File: src/rtl/pipe_stage_elastic.sv
// Elastic valid/ready register chain of DEPTH slots with global stall, flush
// (bubble insertion) and bubble collapsing. Slot 0 faces the producer.
module pipe_stage_elastic #(
  parameter int WIDTH = 32,
  parameter int DEPTH = 1
) (
  input  logic                       clk_i,
  input  logic                       rst_i,
  input  logic                       in_valid_i,
  input  logic [WIDTH-1:0]           in_data_i,
  output logic                       in_ready_o,
  output logic                       out_valid_o,
  output logic [WIDTH-1:0]           out_data_o,
  input  logic                       out_ready_i,
  input  logic                       stall_i,
  input  logic                       flush_i,
  output logic [$clog2(DEPTH+1)-1:0] occupancy_o
);

  localparam int OCC_W = $clog2(DEPTH+1);

  logic [DEPTH-1:0] v_q;
  logic [DEPTH-1:0] v_d;
  logic [DEPTH-1:0] adv;
  logic [WIDTH-1:0] d_q [DEPTH];
  logic [WIDTH-1:0] d_d [DEPTH];
  logic [OCC_W-1:0] occ_q;
  logic [OCC_W-1:0] occ_d;
  logic             go;
  logic             in_xfer;

  // A slot advances when it is valid and the slot ahead is empty or itself
  // advancing; the scalar 'go' carries that decision from the output end back.
  always_comb begin : advance
    // NOTE: every combinationally assigned signal gets a default first, so no path leaves it unassigned and infers a latch.
    adv = '0;
    go  = 1'b0;
    if (!stall_i && !flush_i) begin
      go           = v_q[DEPTH-1] & out_ready_i;
      adv[DEPTH-1] = go;
      for (int k = DEPTH - 2; k >= 0; k--) begin
        go     = v_q[k] & (~v_q[k+1] | go);
        adv[k] = go;
      end
    end
  end

  // Depends only on state, stall/flush and out_ready_i, never on in_valid_i.
  assign in_ready_o = rst_i & ~stall_i & ~flush_i & (~v_q[0] | adv[0]);
  assign in_xfer    = in_valid_i & in_ready_o;

  always_comb begin : next_state
    v_d = v_q;
    d_d = d_q;
    // Vacate every advancing slot first; the forward moves below refill it.
    for (int k = 0; k < DEPTH; k++) begin
      if (adv[k]) begin
        v_d[k] = 1'b0;
        d_d[k] = '0;
      end
    end
    for (int k = 0; k < DEPTH - 1; k++) begin
      if (adv[k]) begin
        v_d[k+1] = 1'b1;
        d_d[k+1] = d_q[k];
      end
    end
    if (in_xfer) begin
      v_d[0] = 1'b1;
      d_d[0] = in_data_i;
    end
    if (flush_i) begin
      v_d = '0;
      for (int k = 0; k < DEPTH; k++) begin
        d_d[k] = '0;
      end
    end
    occ_d = '0;
    for (int k = 0; k < DEPTH; k++) begin
      occ_d = occ_d + OCC_W'(v_d[k]);
    end
  end

  always_ff @(posedge clk_i or negedge rst_i) begin
    if (!rst_i) begin
      v_q   <= '0;
      occ_q <= '0;
      // NOTE: the payload array is reset as well, because an empty slot must always read as zero, including straight after reset.
      for (int k = 0; k < DEPTH; k++) begin
        d_q[k] <= '0;
      end
    end else begin
      // NOTE: state is updated with non-blocking assignments so every slot samples its neighbour's pre-edge value.
      v_q   <= v_d;
      d_q   <= d_d;
      occ_q <= occ_d;
    end
  end

  assign out_valid_o = v_q[DEPTH-1];
  assign out_data_o  = d_q[DEPTH-1];
  assign occupancy_o = occ_q;

endmodule

File: config.mk
export PLATFORM = sky130hd
export DESIGN_NAME = pipe_stage_elastic
export DESIGN_NICKNAME = d
export VERILOG_FILES = /design/src/rtl/pipe_stage_elastic.sv
export SDC_FILE = /design/constraint.sdc
export NUM_CORES = 1
export LEC_CHECK = 0
export ABC_AREA = 1
export BUFFER_PORTS_ARGS = -buffer_cell sky130_fd_sc_hd__buf_4
export CAP_MARGIN = 20
export CORE_ASPECT_RATIO = 1.4
export CORE_MARGIN = 4
export CORE_UTILIZATION = 34
export CTS_CLUSTER_DIAMETER = 120
export DETAILED_ROUTE_END_ITERATION = 7
export SLEW_MARGIN = 20
export SYNTH_ARGS = -nofsm -noshare
export SYNTH_HDL_FRONTEND = slang
export SYNTH_SLANG_ARGS = --single-unit
File: constraint.sdc
create_clock -name clk_i -period 1.65 [get_ports clk_i]
set_clock_uncertainty 0.2 [all_clocks]
set_input_delay 0.33 -clock clk_i [delete_from_list [all_inputs] [get_ports clk_i]]
set_output_delay 0.33 -clock clk_i [all_outputs]
set_load 0.02 [all_outputs]
==> results summary <==
The run finished with clean final reports. The tightest min-delay check is of the input pin to flop type. By instance count, the leading cell after synthesis is nand2_1. The first TritonRoute pass finished after 4 iterations. The routability congestion estimate from global placement is 0.705. When the netlist entered floorplanning its net count stood at 195.

The shortest period the worst path allows is 1560 ps. The slew at the pin with the worst max-slew slack is 430 ps. Setup violations remaining at the end of the flow were counted as 0. The post-route clock period utilization is a little over nine tenths. The area fraction of the dominant cell type after synthesis came out at between 50% and 60%. The number of cells after detailed placement came out at 281. The worst pin sits at a relative slew slack of a little under three quarters. The number of top-level pins is between 70 and 80. The filler-free cell count of the finished design came out at 290.

The number of maximum-capacitance violations came out at 0. The clock-pin slew of the registers on the worst-case setup and hold paths is about 60 ps. In the post-synthesis netlist, the biggest area contributors are dfrtp_1 50%, nand4_1 12%, nand2_1 8.0%.

The maximum achievable frequency came out at around 640 MHz. The number of nets with antenna violations after detailed routing is 0. The final layout contains routed wiring with a total length of approximately 4400 microns. The synthesized design spends more area on one cell type than any other, namely dfrtp_1. In the synthesized netlist the dominant register cell turns out to be dfrtp_1. For this design the static power due to leakage is roughly 1.2 nW. The number of enable flip-flop cells after synthesis is 0. Ranked by instance count, the synthesized netlist is headed by 35 x nand2_1, 33 x dfrtp_1, 32 x nand4_1. The number of antenna violations at the first check in global routing is 0.

Setup repair after global routing left no endpoint under its margin. Data on the critical path arrives at its endpoint at roughly 1000 ps. The xor and xnor fraction of the mapped netlist area came out at 0%. The gate count of the mapped netlist is 157. 0 antenna diodes ended up in the layout. The total negative setup slack came out at 0 ps. After Yosys synthesis, full adders, half adders and majority gates account for 0% of the synthesized area. The residual overflow from global routing is 0.

The global-route wire length before repair came out at slightly above 7000 microns. A synthesized cell averages about 10 sq um. The worst slack at placement came out at 170 ps. The slack of the worst reg-to-reg path is about 210 ps. Clock latency on the worst-skew pair, taken at its later pin, is around 280 ps. For this block, the via count after detailed routing is ~1400.

The worst setup path is captured at an output pin. The share of the synthesized area in compound gates (AO/OA/AOI/OAI) came out at 0%. Global routing used 15.4% of the available tracks. Entering global routing, the biggest net connects 34 pins.

The starting DRC count in detailed routing is ~130. The async set-reset flop share out of synthesis is 100%. The total number of H-tree levels is 2. The vertical extent of the die came out at approximately 90 microns. The multiplexer fraction of the synthesized cell area came out at 0%.

The CTS tree is done. Once the floorplan was initialized, standard cells occupied approximately 36% of the core. The master cell of the clock root buffer is clkbuf_8. The count of unresolved DRC violations after routing is 0. The TritonCTS sink count is 33. Dividing the detail-routed via count by the number of cells gives 4.96. Relative to the synthesized area, the layout overhead comes to 37.3%.

The cell area that synthesis handed to floorplanning was 1650 sq um. Data on the critical path is required at its endpoint by 1120 ps. The die is roughly 67 microns wide. The path type of the worst setup path is flop to output pin. The number of placement rows came out at 29. The die area came out at approximately 6000 sq um. The final worst setup slack is around 91 ps. The type of origin of the critical path is a flop. The number of hold violations in the final report came out at 0. The number of buffers added on ports came out at 72.

The fraction of layout cells with a size suffix above 1 is a little under half. The area of the core came out at roughly 4600 sq um. The count of yosys warnings during synthesis is 0.

The flop and latch count out of synthesis is 33. The number of buffers on the longest clock path is 2. The net total in the final layout came out at between 200 and 300. The core utilization of the finished layout came out at 49.1%.

Clock tree synthesis inserted a total of 5 buffers. The number of global-route vias before repair came out at 1544. The simple-gate area share of the yosys netlist is 37.9%. The wire-length estimate of the detail-placed layout is 2990 microns. In this run, distinct cell masters in the synthesized netlist total 16. After synthesis, the largest family of logic cells by area is simple AND/OR/NAND/NOR gates. The maximum net fanout on the critical path is 2. The fraction of the yosys area taken by sequential cells came out at between 50 and 60%. The final count of pins violating max slew came out at 0.

The worst-case IR drop observed on VDD is approximately 0.41 mV. The routed length per instance is roughly 15 microns. The power per cell area came out at about 750 nW/um^2.
[critical path, stage by stage, from the launching register on]
cell and delay [ps]:
dfrtp_1 390, nand2_2 70, and3_2 170, buf_4 130
[metrics by stage]
stage / cell area, sq um / hold WS [ps] / power, W
after floorplan: 1650 / -166 / 0.00102
after global placement: 2160 / 250 / 0.00117
after detailed placement: 2160 / 250 / 0.00117
after CTS: 2250 / 89.7 / 0.00173
after global routing: 2260 / 88.8 / 0.00179
final: 2260 / 100 / 0.00170
[what timing repair did]
action / CTS / global route
endpoints found under the hold margin: 33 / 0
setup endpoints to repair: 1 / 1
gates cloned: 0 / 0
buffers inserted: 1 / 1
pin swaps: 0 / 1
hold buffers: 1 / 0
gates resized for setup: 0 / 0
[placed cells by master (no fill, tap or decap), drive strengths merged]
| cell | count |
|---|---|
| dlygate4sd3 | 1 |
| nand4 | 33 |
| nor2 | 3 |
| inv | 1 |
| clkbuf | 5 |
| nand2 | 36 |
| nand3 | 32 |
| dfrtp | 33 |
| buf | 81 |
| nor3b | 1 |
| clkinv | 1 |
| and3 | 1 |
[path summary, 6_finish.rpt]
kind                                 from             end  cells after the start
setup / recovery              occupancy_o      in_ready_o                      3
hold / removal               in_data_i[5]   out_data_o[5]                      3
setup reg to reg              occupancy_o   out_data_o[9]                      7
hold reg to reg            out_data_o[15]  out_data_o[15]                      2
max in group asynchronous           rst_i   out_data_o[4]                      3
min in group asynchronous           rst_i  out_data_o[31]                      3
[cell type report]
| cell class | count | area, sq um |
|---|---|---|
| Clock inverter | 1 | 5.00 |
| Timing Repair Buffer | 82 | 656 |
| Tap cell | 62 | 77.6 |
| Multi-Input combinational cell | 106 | 624 |
| Sequential cell | 33 | 826 |
| Inverter | 1 | 3.75 |
| Fill cell | 460 | 2350 |
| Clock buffer | 5 | 68.8 |
[routing by layer]
metal	vias to the layer above	routed length (microns)	track usage, %
met5	-	0	0
met4	0	36	4.24
met3	4	330	5.48
met2	54	2340	26.3
met1	683	1680	17.6
li1	696	-	-
[report_power, final]
part | internal [W] | leakage (nW) | total [W] | switching, W
Clock | 0.000277 | 0.0399 | 0.000545 | 0.000268
Combinational | 0.000136 | 0.726 | 0.000297 | 0.000161
Sequential | 0.000837 | 0.453 | 0.000855 | 0.0000176
Total | 0.00125 | 1.22 | 0.00170 | 0.000447
[sequential cells by signal (all words and copies together), names as in the netlist]
name / cells
occupancy_o: 1
out_data_o: 32
[kinds of logic after synthesis]
kind of cell	Yosys count
buffers and inverters	18
flip-flops	33
AND/OR/NAND/NOR	106
Note: power is estimated with default switching activity, not from simulation.
